## src/rtl/mul_div_unit.sv

```systemverilog
// Multi-cycle signed multiply (radix-2 Booth) / divide (restoring) engine.
// One iteration per clock, fixed 32-iteration latency, start/done handshake.
module mul_div_unit #(
    parameter int WIDTH = 32
) (
    input  logic             clock,
    input  logic             clear,
    input  logic             start,
    input  logic             op,
    input  logic [WIDTH-1:0] operand_a,
    input  logic [WIDTH-1:0] operand_b,
    output logic [WIDTH-1:0] z_high,
    output logic [WIDTH-1:0] z_low,
    output logic             busy,
    output logic             done,
    output logic             div_by_zero
);

    localparam int              CW   = $clog2(WIDTH);
    localparam logic [CW-1:0]   LAST = CW'(WIDTH - 1);

    typedef enum logic [1:0] {S_IDLE, S_RUN, S_DONE} state_t;

    state_t           r_state;
    state_t           w_state_next;
    logic [CW-1:0]    r_count;
    logic             r_op;
    logic [WIDTH-1:0] r_acc;
    logic [WIDTH-1:0] r_q;
    logic             r_q_m1;
    logic [WIDTH-1:0] r_m;
    logic [WIDTH-1:0] r_a;
    logic             r_sign_a;
    logic             r_sign_b;
    logic             r_b_zero;
    logic [WIDTH-1:0] r_z_high;
    logic [WIDTH-1:0] r_z_low;
    logic             r_div_by_zero;

    logic [WIDTH:0]   w_acc_ext;
    logic [WIDTH:0]   w_m_ext;
    logic [WIDTH:0]   w_booth_sum;
    logic [WIDTH-1:0] w_mul_acc;
    logic [WIDTH-1:0] w_mul_q;
    logic [WIDTH:0]   w_div_shift;
    logic             w_div_fits;
    logic [WIDTH-1:0] w_div_rem;
    logic [WIDTH-1:0] w_div_quo;
    logic [WIDTH-1:0] w_quo_signed;
    logic [WIDTH-1:0] w_rem_signed;
    logic [WIDTH-1:0] w_abs_a;
    logic [WIDTH-1:0] w_abs_b;

    // NOTE: state registers use non-blocking (<=) so every flop samples pre-edge values.
    always_ff @(posedge clock) begin
        if (clear) r_state <= S_IDLE;
        else       r_state <= w_state_next;
    end

    // NOTE: defaults first in always_comb so no path leaves a signal unassigned (no latch).
    always_comb begin
        w_state_next = r_state;
        case (r_state)
            S_IDLE:  if (start) w_state_next = S_RUN;
            S_RUN:   if (r_count == LAST) w_state_next = S_DONE;
            S_DONE:  w_state_next = S_IDLE;
            default: w_state_next = S_IDLE;
        endcase
    end

    // Booth step: add/subtract in WIDTH+1 bits so a -2^(WIDTH-1) multiplicand cannot overflow.
    always_comb begin
        w_acc_ext = {r_acc[WIDTH-1], r_acc};
        w_m_ext   = {r_m[WIDTH-1], r_m};
        case ({r_q[0], r_q_m1})
            2'b01:   w_booth_sum = w_acc_ext + w_m_ext;
            2'b10:   w_booth_sum = w_acc_ext - w_m_ext;
            default: w_booth_sum = w_acc_ext;
        endcase
    end

    assign w_mul_acc = w_booth_sum[WIDTH:1];
    assign w_mul_q   = {w_booth_sum[0], r_q[WIDTH-1:1]};

    // Restoring step on magnitudes: r_acc is the partial remainder, r_q shifts dividend out / quotient in.
    assign w_div_shift  = {r_acc, r_q[WIDTH-1]};
    assign w_div_fits   = (w_div_shift >= {1'b0, r_m});
    assign w_div_rem    = w_div_fits ? WIDTH'(w_div_shift - {1'b0, r_m}) : w_div_shift[WIDTH-1:0];
    assign w_div_quo    = {r_q[WIDTH-2:0], w_div_fits};
    assign w_quo_signed = (r_sign_a ^ r_sign_b) ? -w_div_quo : w_div_quo;
    assign w_rem_signed = r_sign_a ? -w_div_rem : w_div_rem;

    assign w_abs_a = operand_a[WIDTH-1] ? -operand_a : operand_a;
    assign w_abs_b = operand_b[WIDTH-1] ? -operand_b : operand_b;

    always_ff @(posedge clock) begin
        if (clear) begin
            r_count       <= '0;
            r_op          <= 1'b0;
            r_acc         <= '0;
            r_q           <= '0;
            r_q_m1        <= 1'b0;
            r_m           <= '0;
            r_a           <= '0;
            r_sign_a      <= 1'b0;
            r_sign_b      <= 1'b0;
            r_b_zero      <= 1'b0;
            r_z_high      <= '0;
            r_z_low       <= '0;
            r_div_by_zero <= 1'b0;
        end else begin
            case (r_state)
                S_IDLE: begin
                    if (start) begin
                        r_op     <= op;
                        r_count  <= '0;
                        r_acc    <= '0;
                        r_q_m1   <= 1'b0;
                        r_a      <= operand_a;
                        r_sign_a <= operand_a[WIDTH-1];
                        r_sign_b <= operand_b[WIDTH-1];
                        r_b_zero <= (operand_b == '0);
                        if (op) begin
                            r_q <= w_abs_a;
                            r_m <= w_abs_b;
                        end else begin
                            r_q <= operand_b;
                            r_m <= operand_a;
                        end
                    end
                end
                S_RUN: begin
                    r_count <= r_count + 1'b1;
                    r_acc   <= r_op ? w_div_rem : w_mul_acc;
                    r_q     <= r_op ? w_div_quo : w_mul_q;
                    r_q_m1  <= r_q[0];
                    if (r_count == LAST) begin
                        if (!r_op) begin
                            r_z_high      <= w_mul_acc;
                            r_z_low       <= w_mul_q;
                            r_div_by_zero <= 1'b0;
                        end else if (r_b_zero) begin
                            r_z_high      <= r_a;
                            r_z_low       <= '1;
                            r_div_by_zero <= 1'b1;
                        end else begin
                            r_z_high      <= w_rem_signed;
                            r_z_low       <= w_quo_signed;
                            r_div_by_zero <= 1'b0;
                        end
                    end
                end
                default: ;
            endcase
        end
    end

    assign z_high      = r_z_high;
    assign z_low       = r_z_low;
    assign div_by_zero = r_div_by_zero;
    assign busy        = (r_state == S_RUN);
    assign done        = (r_state == S_DONE);

endmodule

```

## config.mk

```make
export PLATFORM = sky130hd
export DESIGN_NAME = mul_div_unit
export DESIGN_NICKNAME = d
export VERILOG_FILES = /design/src/rtl/mul_div_unit.sv
export SDC_FILE = /design/constraint.sdc
export NUM_CORES = 1
export LEC_CHECK = 0
export CORE_ASPECT_RATIO = 1.25
export CORE_UTILIZATION = 55
export DETAILED_ROUTE_END_ITERATION = 7
export GPL_TIMING_DRIVEN = 0
export HOLD_SLACK_MARGIN = 0.05
export PLACE_DENSITY_LB_ADDON = 0.15
export SETUP_SLACK_MARGIN = 0.1
export SKIP_CTS_REPAIR_TIMING = 1
export SLEW_MARGIN = 10
export SYNTH_ARGS = -nofsm -noshare
export SYNTH_HDL_FRONTEND = slang
export SYNTH_SLANG_ARGS = --single-unit
export TNS_END_PERCENT = 20
```

## constraint.sdc

```tcl
create_clock -name clock -period 6.6 [get_ports clock]
set_input_delay 0.66 -clock clock [delete_from_list [all_inputs] [get_ports clock]]
set_output_delay 0.66 -clock clock [all_outputs]
set_load 0.01 [all_outputs]
```

==> flow_summary_export.csv <==
group,metric,value,unit
clock_tree,worst_skew_pair.late_latency,0.54,ns
yosys,synth_top_family_by_area,"compound AO/OA/AOI/OAI gates",
placed_design,portBuffers,130,
routing,drc,0,
critical_path,path_max_fanout,10,
critical_path,critical_path.top_delay_family,"compound AO/OA/AOI/OAI gates",
routing,first_iter_violations,2520,
yosys,synthesized_instance_count,2427,
yosys,ys_top_cells_by_count,"nor2_1, nand2_1, a21oi_1",
critical_path,setup.worst_path.end_class,"register",
placed_design,dpl-instance-area,19100,sq um
global_route,gr-total-overflow,0,
clock_tree,clk_path_buf_depth,3,
yosys,post_synth_mux_area_share,3.44,%
power,power.sequential.fraction,28.9,%
floorplanning,core-area,30900,sq um
clock_tree,worst_setup_hold_path_clk_slew,0.07,ns
sta,max_freq,0.156,GHz
run_status,outcome,"finished clean",
critical_path,critPathBufInv,3,
yosys,ys.flop_type,"dfxtp_1",
yosys,synthXorXnorAreaFrac,8.46,%
sta,worst_setup_skew_after_layout,0.0400,ns
routing,routed-via-count,20600,
sta,worst_hold_slack,0.458,ns
sta,hold_violations,0,
global_route,number_of_antenna_violations_at_the_first_check_in_global_routing,3,
power,p_leak,7.28,nW
sta,slew-limit-headroom,21.5,%
yosys,post_synth.cell_area_avg,7.13,sq um
yosys,synthAdderAreaFrac,5.44,%
flow_run,max_cap_violations,0,
power,power_per_cell_area,241,nW/um^2
yosys,area_of_the_mapped_netlist,17300,sq um
floorplanning,dieArea,32200,sq um
routing,route.detailed.vias_per_inst,6.87,
layout,area_delta_synth_final,15.1,%
sta,timing.final.crit_period,6.41,ns
global_route,grt_start_max_net_pins,16,
yosys,synth-edff-count,0,
clock_tree,cts_root_buf,"clkbuf_16",
power,cellInternalPower,2.75,mW
routing,wl,80000,microns
yosys,synth.distinct_cells,84,
layout,fin_area,19900,sq um
clock_tree,cts_buf_count,21,
placed_design,gp_congestion,1.03,
floorplanning,placement_rows,72,
floorplanning,chipWidth,161,microns
critical_path,type_of_the_worst_setup_path,"register to register",
critical_path,cp_slowest_stage_delay,0.69,ns
critical_path,cp.required,7.04,ns
global_route,global_route_wire_length_before_repair,119000,microns
critical_path,worstPathArrival,6.85,ns
placed_design,post-place-ws,-0.228,ns
power,clockPowerShare,27.1,%
layout,final_cell_count_no_fill,3005,
critical_path,timing.critical_path.from_type,"register",
power,comb_power_share,44.0,%
yosys,area_fraction_in_compound_gates_after_synthesis,31.0,%
floorplanning,die_y,200,microns
routing,first_pass_iters,6,
floorplanning,start_util,56.0,%
critical_path,critical_path.cell_chain,"inv_1 -> ha_1 -> nand2b_1 -> a211oi_1 -> o21ai_1 -> a21oi_1 -> o21ai_2 -> nand2_2 -> inv_1 -> clkbuf_1 -> o21ai_1 -> ha_1 -> nand2_1 -> or3_1 -> nor3_1 -> a41oi_2 -> nor3_1 -> nand4_1 -> mux2i_1 -> a311oi_1",
routing,post_drt_wl_per_cell,26.6,microns
global_route,first_global_vias,19800,
yosys,synth_sequential_area_ratio,23.6,%
layout,layout-drive-gt1-share,3.39,%
placed_design,dp.final_hpwl,62100,microns
yosys,synth_top_area_share,23.6,%
yosys,yosysMostFrequentCell,"nor2_1",
yosys,cell_types_occupying_the_most_area_after_synthesis,"dfxtp_1, a21oi_1, nor2_1",
power,worst_ir_drop_vdd,0.171,mV
sta,timing_max_transition_violations_final,0,
min_path,hold_path.class,"register to register",
sta,timing_worst_slew_pin_value,1.17,ns
global_route,track_usage,48.8,%
sta,report.final.setup_viol,0,
yosys,postSynth.asyncResetShare,0,%
floorplanning,ioPinCount,135,
sta,layout_setup_ws,0.188,ns
power,switching_share,42.7,%
layout,finish.utilization,64.4,%
clock_tree,clock_tree.htree_level_count,1,
yosys,yosys_warnings,0,
critical_path,crit_slowest_cell,"dfxtp_1",
clock_tree,numClockSinks,204,
sta,post-route-period-util,97.1,%
sta,rsz_0062_raised_after_global_routing,"false",
routing,route.antenna.remaining_nets,0,
yosys,yosys.area.top_type,"dfxtp_1",
power,p_sw,2.05,mW
yosys,yosys_register_bits,204,
layout,final_nets,2722,
yosys,yosys.area_share.simple,22.5,%
clock_tree,tritoncts,"built",
placed_design,placed_cells_incl_taps,2964,
yosys,syn_nets,2569,
==> logic make-up (layout without fill, tap and decap cells) <==
| kind of cell | after synthesis | in the layout |
|---|---|---|
| AND/OR/NAND/NOR | 852 | 852 |
| multiplexers | 58 | 58 |
| XOR/XNOR | 167 | 167 |
| other | 0 | 3 |
| flip-flops | 204 | 204 |
| AO/OA/AOI/OAI | 820 | 820 |
| buffers and inverters | 252 | 420 |
| adder cells (fa/ha/maj) | 74 | 74 |
==> worst min-delay path: stages, from the launching register on <==
cell and delay [ns]:
dfxtp_1 0.31, nand2_1 0.05, a21oi_1 0.05
==> power by group through the flow <==
stage               Clock, mW  Sequential [mW]  Combinational (mW)
detailed placement          0             1.41                1.97
global placement            0             1.40                1.95
global route             1.34             1.39                2.23
finish                   1.30             1.39                2.11
floorplan                   0             1.36                1.39
CTS                      1.29             1.38                1.99
==> state kept, by name (all words and copies together), names as in the netlist, 2 cells and up <==
signal   count
r_acc       32
z_low       32
r_count      5
z_high      32
r_state      2
r_a         32
r_q         32
r_m         32
==> per-layer routing <==
metal / track usage [%] / share of wire (%)
met1: 56.4 / 35
met2: 76.9 / 44
met3: 10.1 / 11
met4: 41.2 / 9.7
met5: 0 / 0.016
==> stage by stage <==
| step | setup TNS (ns) | power [mW] |
|---|---|---|
| after floorplan | 0 | 2.74 |
| after global placement | -0.695 | 3.35 |
| after detailed placement | -0.895 | 3.38 |
| after CTS | -0.998 | 4.66 |
| after global routing | 0 | 4.96 |
| final | 0 | 4.80 |
==> worst paths after layout <==
kind	from	endpoint	slack (ns)	depth (start not counted)
setup / recovery	r_q[31]$_SDFFE_PP0P_	z_high[28]$_SDFFE_PP0P_	0.19	20
hold / removal	z_high[5]$_SDFFE_PP0P_	z_high[5]$_SDFFE_PP0P_	0.46	2
setup reg to reg	r_q[31]$_SDFFE_PP0P_	z_high[28]$_SDFFE_PP0P_	0.19	20
hold reg to reg	z_high[5]$_SDFFE_PP0P_	z_high[5]$_SDFFE_PP0P_	0.46	2
==> cells in the final DEF, fill, tap and decap left out, types with 18 or more instances in the layout <==
master           netlist  layout
mux2i_1               47      46
a221oi_1              21      21
inv_1                 74      74
clkbuf_16              0      21
clkdlybuf4s50_1        0     130
nand3_1               55      55
xor2_1                85      85
and3_1                22      22
a311oi_1              22      21
nor2_1               299     299
dfxtp_1              204     204
clkbuf_1             140     140
o31ai_1               32      32
ha_1                  72      72
o21ai_0              118     117
or3_1                 24      24
a211oi_1              97      97
o21a_1                19      19
nor3_1                55      53
nand2_1              261     260
xnor2_1               82      82
a31oi_1               47      47
nor2b_1               20      20
a21o_1                32      32
a21oi_1              257     257
o211ai_1              31      31
nand4_1               18      18
buf_1                 24      24
==> layout make-up <==
| type | count | area (sq um) |
|---|---|---|
| antenna | 3 | 7.51 |
| buffer | 176 | 682 |
| clock buffer | 25 | 571 |
| clock inverter | 13 | 165 |
| fill | 2911 | 11000 |
| inverter | 76 | 285 |
| multi-input combinational | 1971 | 12300 |
| sequential | 204 | 4080 |
| tap | 407 | 509 |
| timing repair buffer | 130 | 1300 |
No activity file was read; power rests on OpenSTA's default activity.
